==> config.mk <==
export PLATFORM = sky130hd
export DESIGN_NAME = uart_tx
export DESIGN_NICKNAME = d
export VERILOG_FILES = /design/src/rtl/uart_pkg.sv /design/src/rtl/uart_baud_gen.sv /design/src/rtl/uart_tx.sv
export SDC_FILE = /design/constraint.sdc
export NUM_CORES = 1
export LEC_CHECK = 0
export CORE_UTILIZATION = 60
export CTS_BUF_LIST = sky130_fd_sc_hd__clkbuf_8
export DETAILED_ROUTE_END_ITERATION = 7
export PLACE_DENSITY = 0.87
export SYNTH_ARGS = -nofsm -noshare
export SYNTH_HDL_FRONTEND = slang
export SYNTH_SLANG_ARGS = --single-unit
==> constraint.sdc <==
create_clock -name clk -period 2.8 [get_ports clk]
set_input_delay 0.42 -clock clk [delete_from_list [all_inputs] [get_ports clk]]
set_output_delay 0.42 -clock clk [all_outputs]
set_load 0.02 [all_outputs]
==> src/rtl/uart_pkg.sv <==
// uart_pkg: types and constants shared by the UART transmitter and receiver.
// Holds the transmit FSM state type, the default bit period and line levels.
package uart_pkg;

  typedef enum logic [2:0] {
    IDLE,
    START,
    DATA,
    PARITY,
    STOP
  } tx_state_t;

  localparam int DEFAULT_CLKS_PER_BIT = 5208;

  localparam logic IDLE_LEVEL  = 1'b1;
  localparam logic START_LEVEL = 1'b0;

endpackage

==> src/rtl/uart_baud_gen.sv <==
// uart_baud_gen: bit-period counter with a one-cycle tick at terminal count.
// Ports: clk, rst (sync, active-high), restart (hold count at 0), tick.
module uart_baud_gen
  import uart_pkg::*;
#(
  parameter int CLKS_PER_BIT = DEFAULT_CLKS_PER_BIT
) (
  input  logic clk,
  input  logic rst,
  input  logic restart,
  output logic tick
);

  localparam int CW = (CLKS_PER_BIT > 1) ?
                      $clog2(CLKS_PER_BIT) : 1;
  localparam logic [CW-1:0] LAST = CW'(CLKS_PER_BIT - 1);

  logic [CW-1:0] cnt;

  assign tick = (cnt == LAST);

  always_ff @(posedge clk) begin
    if (rst || restart) begin
      cnt <= '0;
    end else if (tick) begin
      cnt <= '0;
    end else begin
      cnt <= cnt + 1'b1;
    end
  end

endmodule

==> src/rtl/uart_tx.sv <==
// uart_tx: 8-bit UART transmitter (8N1/8N2; 8E1/8E2 with UART_TX_PARITY_EN).
// Ports: clk, rst (sync, active-high), TX_DATA[7:0], TX_EN (rising edge
// starts a frame), TX_STATUS (high = idle/ready), TX (serial line, idles 1).
// Macro UART_TX_PARITY_EN adds an even-parity bit between data and stop.
module uart_tx
  import uart_pkg::*;
#(
  parameter int CLKS_PER_BIT = DEFAULT_CLKS_PER_BIT,
  parameter int STOP_BITS    = 1
) (
  input  logic       clk,
  input  logic       rst,
  input  logic [7:0] TX_DATA,
  input  logic       TX_EN,
  output logic       TX_STATUS,
  output logic       TX
);

  localparam logic [2:0] LAST_STOP = 3'(STOP_BITS - 1);

  tx_state_t  state;
  logic [7:0] shift;
  logic [2:0] bit_cnt;
  logic       en_prev;
  logic       tick;
  logic       rise;
`ifdef UART_TX_PARITY_EN
  logic       parity_bit;
`endif

  assign rise = TX_EN & ~en_prev;

  // Counter is held at zero while idle so every frame
  // starts with a full-length start bit.
  uart_baud_gen #(
    .CLKS_PER_BIT(CLKS_PER_BIT)
  ) u_baud (
    .clk    (clk),
    .rst    (rst),
    .restart(state == IDLE),
    .tick   (tick)
  );

  always_ff @(posedge clk) begin
    if (rst) begin
      state     <= IDLE;
      shift     <= '0;
      bit_cnt   <= '0;
      en_prev   <= 1'b1;
      TX        <= IDLE_LEVEL;
      TX_STATUS <= 1'b1;
`ifdef UART_TX_PARITY_EN
      parity_bit <= 1'b0;
`endif
    end else begin
      en_prev <= TX_EN;
      case (state)
        IDLE: begin
          TX        <= IDLE_LEVEL;
          TX_STATUS <= 1'b1;
          bit_cnt   <= '0;
          if (rise) begin
            shift     <= TX_DATA;
            state     <= START;
            TX        <= START_LEVEL;
            TX_STATUS <= 1'b0;
`ifdef UART_TX_PARITY_EN
            parity_bit <= ^TX_DATA;
`endif
          end
        end
        START: begin
          if (tick) begin
            state   <= DATA;
            TX      <= shift[0];
            shift   <= shift >> 1;
            bit_cnt <= '0;
          end
        end
        DATA: begin
          if (tick) begin
            if (bit_cnt == 3'd7) begin
              bit_cnt <= '0;
`ifdef UART_TX_PARITY_EN
              state <= PARITY;
              TX    <= parity_bit;
`else
              state <= STOP;
              TX    <= IDLE_LEVEL;
`endif
            end else begin
              TX      <= shift[0];
              shift   <= shift >> 1;
              bit_cnt <= bit_cnt + 3'd1;
            end
          end
        end
        PARITY: begin
`ifdef UART_TX_PARITY_EN
          if (tick) begin
            state   <= STOP;
            TX      <= IDLE_LEVEL;
            bit_cnt <= '0;
          end
`else
          state     <= IDLE;
          TX        <= IDLE_LEVEL;
          TX_STATUS <= 1'b1;
`endif
        end
        STOP: begin
          // bit_cnt is reused here to count stop bits
          if (tick) begin
            if (bit_cnt == LAST_STOP) begin
              state     <= IDLE;
              TX_STATUS <= 1'b1;
              bit_cnt   <= '0;
            end else begin
              bit_cnt <= bit_cnt + 3'd1;
            end
          end
        end
        default: begin
          state     <= IDLE;
          TX        <= IDLE_LEVEL;
          TX_STATUS <= 1'b1;
        end
      endcase
    end
  end

endmodule

After elaboration in Yosys (flattened, before gate mapping)
Index checks and enable logic that the tools add are counted.

Bitwise logic cells: 4. $add $sub $neg: 2. Eq/ne operators: 12. Mux-type cells: 26. Reductions and logical operators: 12.

Operators by type and width (count): $mux W3 (11); $mux W8 (4); $pmux W3 S4 (2); $pmux W8 S3 (1); $ne A2 B2 Y1 const B (7); $add A13 B1 Y13 const B (1); $eq A13 B13 Y1 const B (1); $eq A3 B3 Y1 const B (2); $logic_not A3 Y1 (2); $mux W1 (6); $reduce_and A3 Y1 (2); $reduce_and A6 Y1 (1); $reduce_and A5 Y1 (1); $pmux W1 S4 (1); $reduce_and A4 Y1 (1); $reduce_bool A4 Y1 (1); $reduce_or A2 Y1 (2); $add A3 B1 Y3 const B (1); $eq A3 B1 Y1 const B (1); $eq A3 B2 Y1 const B (1); $not A1 Y1 (3); $pmux W1 S3 (1); $reduce_bool A3 Y1 (1); $and A1 B1 Y1 (1); $logic_or A1 B1 Y1 (1).

Bits in registers: 30. Word-level logic and storage cells: 63.

Longest topological paths before layout
Gate-level depths: netlist of the first run.

Depth after elaboration: 4. Mapped depth: 7. Gate-level depth less buffers: 7.

Cells and area by module
From an unflattened synthesis of the first run, not the netlist that was laid out.

Cells, all modules: 186. Area, all modules: 1719.1 um^2.

By module, submodules not included: uart_tx (area an instance 997.2 um^2, instances 1, sequential area each 340.3 um^2, cells an instance 114); uart_baud_gen (area an instance 721.9 um^2, instances 1, sequential area each 260.2 um^2, cells an instance 72).

Worst setup path before layout of the first run
No wires, ideal clock.

Kind: register to register. Start point: register bit_cnt[0]. End point: register shift[3]. Path buffers: 1. Library setup time: 0.079 ns. Clock period less this slack: 1.880 ns. Setup slack: 0.920 ns. Arrival: 1.801 ns. Required time: 2.721 ns. Cell stages (with the launch flop): 8. Cells stage by stage: dfxtp_1 > ha_1 > ha_1 > or3_4 > a221oi_4 > buf_6 > nor2_1 > a211oi_2.

Longest elaborated chain between the ends: 3.

Ends and longest elaborated chain: start, declared (line uart_tx.sv:23) `logic [2:0] bit_cnt;`; start signal, assigned (line uart_tx.sv:94) `bit_cnt <= bit_cnt + 3'd1;`; start signal, assigned (line uart_tx.sv:119) `bit_cnt <= bit_cnt + 3'd1;`; $eq A3 B3 Y1 (line uart_tx.sv:82) `if (bit_cnt == 3'd7) begin`; $ne A2 B2 Y1 (no line); $reduce_and A5 Y1 (no line); end signal, assigned (line uart_tx.sv:76) `shift <= shift >> 1;`; end signal, assigned (line uart_tx.sv:93) `shift <= shift >> 1;`; end, declared (line uart_tx.sv:22) `logic [7:0] shift;`.

No other way between the ends. A chain may end at the register's enable or synchronous reset.

Worst setup path in the final report of the first run
Start point: register bit_cnt[0]. End point: register shift[5].

The elaborated chain is that of the path after synthesis.

==> impl_metrics.ini, run 1 <==
[sta]
hold_slack_ns = 0.462
setup_tns_ns = 0
rsz0062_at_grt = no
relSlewSlack = 0.565
fin_crit_sh = 0.782
finalCriticalPeriod_ns = 2.19
tightestPinTransition_ns = 0.653
worst_slack_ns = 0.610
fmax_ghz = 0.457
setup_violations = 0
hold_viol = 0
finClkSkew_ns = 0.00671
maxSlewViolCount = 0

[die]
initial_core_util = 0.651
dieHeight_um = 51.7
dieArea_um2 = 2670
core_area_um2 = 2280
pin_count = 13
num_rows = 17
die_x_um = 51.7

[clocking]
cts_root_buf = clkbuf_8
ctsResizeCount = 0
cts.sinks = 30
cts_hold_buf = 0
cts.clk_slew.worst_paths_ns = 0.06
cts_setup_buffers = 0
cts_buffers = 5
cts_buffer_depth = 2
cts_tree = done
h-tree-depth = 2
insertion_delay_ns = 0.28

[place]
dpl_cell_area_um2 = 1610
hpwlAfterDp_mm = 1.99
dpl.cell_count = 197
portBuffers = 12
globalplace.congestion = 0.814
dp_slack_ns = 0.356

[drt]
drtPass1Iterations = 4
drt_iter0_drc = 29
totalWireLength_mm = 2.73
routed_via_density = 5.70
vias = 1163
drt-wirelength-per-cell_um = 13.4
postRouteAntennaNets = 0
drc = 0

[grt]
grt_pass1_wl_mm = 4.66
track_usage = 0.246
grt_max_degree = 19
grt_pass1_vias = 1130
antenna_found_initial = 0
overflow = 0

[critical_path]
critical_path_class = reg2reg
startpoint = bit_cnt[0]
r2r-start = bit_cnt[0]
required_ns = 3.00
arrival_ns = 2.39
crit_path_start_kind = flop
cp_slowest_cell = a221oi_4
cp_cell_sequence = ha_1 -> ha_1 -> or3_4 -> a221oi_4 -> nor2_1 -> a211oi_2
cp_max_fo = 15
crit_path_frequent_cell = ha_1
slowest_delay_ns = 0.62
endpoint_kind = flop

[pwr]
leakage_nw = 0.595
power.total_mw = 0.851
p_switching_mw = 0.203
p_per_area_nw_per_um2 = 505
p_sw_frac = 0.238
p_seq_frac = 0.531
ir_drop_v = 0.000544
clkPwrFrac = 0.376
p_int_mw = 0.648
combPwrFrac = 0.093

[synth]
synth_nets = 178
synthArstFlopShare = 0
synthFlopType = dfxtp_1
synthCells = 163
ys_warn_count = 0
synth_cell_types = 43
ys_ff_latch = 30
yosys.area.top_type = dfxtp_1
synthTopCellsByArea = dfxtp_1 (41%), nor2_1 (6.1%), mux2i_1 (4.7%)
netlist.area_leader.share = 0.405
synth.most_common_cell = dfxtp_1
synth.yosys.seq_area_share = 0.405
syn-cell-area_um2 = 1480
synth_common_cells = dfxtp_1 (30), nor2_1 (24), nand2_1 (11), a21oi_1 (10)
avgSynthCellArea_um2 = 9.09
synth_edf_count = 0

[layout]
stdcell_area_um2 = 1680
drive_above_1_share = 0.102
antenna_cells = 0
layout.cells.non_filler = 204
area_growth_pct = 13.7
final_util = 0.740
nNetsFinal = 191

[min_path]
min_path_type = reg2reg
min_from = u_baud.cnt[0]

[run_status]
status = complete, no violations

[run]
cap_violations = 0
[power groups by stage]
stage	Clock, mW	Sequential [mW]	Combinational [mW]
floorplan	0	0.459	0.0549
global placement	0	0.460	0.0759
detailed placement	0	0.461	0.0796
CTS	0.334	0.451	0.0798
global route	0.347	0.453	0.0862
finish	0.320	0.452	0.0790
[worst max-delay path, delay by kind of cell, from the launching register on]
| kind | cells | cell delay [ns] |
|---|---|---|
| AOI/OAI and AO/OA | 2 | 0.84 |
| and+or+nand+nor | 2 | 0.51 |
| DFF | 1 | 0.34 |
| adders and majority gates | 2 | 0.42 |
[cell families after synthesis]
family / Yosys count / synth area share
adder cells (fa/ha/maj): 4 / 0.0338
multiplexers: 7 / 0.0473
buffers and inverters: 13 / 0.0414
AND/OR/NAND/NOR: 68 / 0.247
AO/OA/AOI/OAI: 29 / 0.154
XOR/XNOR: 12 / 0.0709
flip-flops: 30 / 0.405
[flip-flops by register name, indices dropped and copies added (netlist names)]
register / count
state: 3
TX_STATUS: 1
TX: 1
shift: 8
bit_cnt: 3
en_prev: 1
u_baud.cnt: 13
[final cells by class]
cell class                 count  area, um^2
clock inverter                 2        10.0
sequential                    30         601
fill                         163         592
clock buffer                   5        68.8
multi-input combinational    120         820
inverter                       6        22.5
tap                           28        35.0
timing repair buffer          13         128
[per-layer routing]
metal / vias up / wire [um] / global-route usage
li1: 595 / - / -
met2: 21 / 1330 / 0.420
met5: - / 0 / 0
met3: 6 / 111 / 0.0906
met1: 541 / 1230 / 0.261
met4: 0 / 56 / 0.135
[cells in the final DEF (no fill, tap or decap), types with 5 or more instances in the layout]
cell             Yosys  layout
clkbuf_8             0       5
xor2_1               7       7
clkdlybuf4s50_1      0      12
nand2_1             11      11
inv_1                5       5
mux2i_1              7       7
a211oi_1             6       6
nor2_1              24      24
a21oi_1             10      10
xnor2_1              5       5
dfxtp_1             30      30
nand3_1              6       6
[final timing paths]
| path | depth (start not counted) | endpoint | slack (ns) |
|---|---|---|---|
| max | 6 | shift[5] | 0.61 |
| min | 1 | u_baud.cnt[0] | 0.46 |
| min reg2reg | 1 | u_baud.cnt[0] | 0.46 |
| max reg2reg | 6 | shift[5] | 0.61 |
(Power assumes the default switching activity.)
==> inputs of run 2 (changes only) <==
Settings changed: CORE_UTILIZATION 60 to 59, PLACE_DENSITY 0.87 to 0.86.
Clock period 2.8 ns to 2.1 ns, I/O delays scaled along.
==> impl_metrics.ini, run 2 (same netlist as run 1, synthesis figures left out) <==
[critical_path]
crit_path_start_kind = flop
rrSetupSlack_ns = 0.11
endpoint_kind = flop
cp_cell_sequence = ha_1 -> ha_1 -> or3_4 -> a221oi_4 -> buf_12 -> nor2_1 -> a211oi_1
required_ns = 2.29
slowest_delay_ns = 0.37
cp_slowest_cell = or3_4
cp_top_family = compound AO/OA/AOI/OAI gates
crit_path_frequent_cell = ha_1
cp_max_fo = 15
arrival_ns = 2.18
r2r_cells = 7
crit_cells = 7
crit_buf_inv = 1
critical_path_class = reg2reg

[die]
initial_core_util = 0.645
die_x_um = 52.1
num_rows = 17
dieArea_um2 = 2720
pin_count = 13
core_area_um2 = 2300
dieHeight_um = 52.1

[drt]
drtPass1Iterations = 4
postRouteAntennaNets = 0
vias = 1195
drc = 0
totalWireLength_mm = 2.91
drt_iter0_drc = 29
routed_via_density = 5.72
drt-wirelength-per-cell_um = 13.9

[clocking]
cts_buffers = 5
h-tree-depth = 2
insertion_delay_ns = 0.28
cts_buffer_depth = 2
cts_setup_buffers = 0
cts_root_buf = clkbuf_8
ctsResizeCount = 0
cts_tree = done
cts.sinks = 30
cts.clk_slew.worst_paths_ns = 0.06
cts_hold_buf = 0

[layout]
stdcell_area_um2 = 1740
drive_above_1_share = 0.122
final_common_cell = dfxtp_1
nNetsFinal = 195
antenna_cells = 0
layout.cells.non_filler = 209
final_util = 0.757
top_register = u_baud.cnt
final_cell_mix = dfxtp_1 (30), nor2_1 (24), clkdlybuf4s50_1 (12)
largest_reg_flops = 13
top_regs = u_baud.cnt x13, shift x8
area_growth_pct = 17.4

[pwr]
p_per_area_nw_per_um2 = 683
power.total_mw = 1.19
ir_drop_v = 0.000659
leakage_nw = 0.628

[sta]
tightestPinTransition_ns = 0.558
setup_tns_ns = 0
hold_slack_ns = 0.455
fin_crit_sh = 0.946
finalCriticalPeriod_ns = 1.99
setup_violations = 0
finClkSkew_ns = 0.00163
relSlewSlack = 0.625
worst_slack_ns = 0.114
hold_viol = 0
rsz0062_at_grt = no
fmax_ghz = 0.503
maxSlewViolCount = 0

[place]
dpl.cell_count = 201
dpl_cell_area_um2 = 1650
portBuffers = 12
dp_slack_ns = 0.0638
hpwlAfterDp_mm = 1.99
globalplace.congestion = 0.856

[grt]
overflow = 0
antenna_found_initial = 0
grt_pass1_wl_mm = 4.93
grt_pass1_vias = 1131
grt_max_degree = 18
track_usage = 0.255

[min_path]
min_path_type = reg2reg
whs_path_depth = 1

[run]
cap_violations = 0

[run_status]
status = complete, no violations
## run 2: changes by cell type in the layout (fill, tap and decap cells not counted), sizes merged
cell    delta
inv        +1
buf        +4
clkinv     -1
clkbuf     +1
## run 2: path summary, 6_finish.rpt
check | from | endpoint
worst max-delay path | bit_cnt[0] | shift[6]
worst min-delay path | u_baud.cnt[0] | u_baud.cnt[0]
worst max register to register | bit_cnt[0] | shift[6]
worst min register to register | u_baud.cnt[0] | u_baud.cnt[0]
## run 2: worst register-to-register path, delay by kind of cell (launching register included)
kind	cells	cell delay, ns
flip-flops	1	0.33
buffers and inverters	1	0.18
AO/OA/AOI/OAI	2	0.55
adder cells (fa/ha/maj)	2	0.42
AND/OR/NAND/NOR	2	0.42
## run 2: cell type report
class	instances	area, um^2
fill	170	558
tap	28	35.0
inverter	6	22.5
timing repair buffer	17	170
multi-input combinational	120	820
clock inverter	2	8.76
clock buffer	6	82.6
sequential	30	601
## run 2: report_power, final
group / internal (mW) / switching, mW
sequential: 0.588 / 0.0139
combinational: 0.0614 / 0.0536
clock: 0.259 / 0.211
total: 0.908 / 0.279
## run 2: routing by layer
metal | vias up | global-route usage | routed length, um
li1 | 610 | - | -
met1 | 558 | 0.291 | 1370
met2 | 23 | 0.423 | 1400
met3 | 4 | 0.0673 | 92
met4 | 0 | 0.149 | 45
met5 | - | 0 | 0
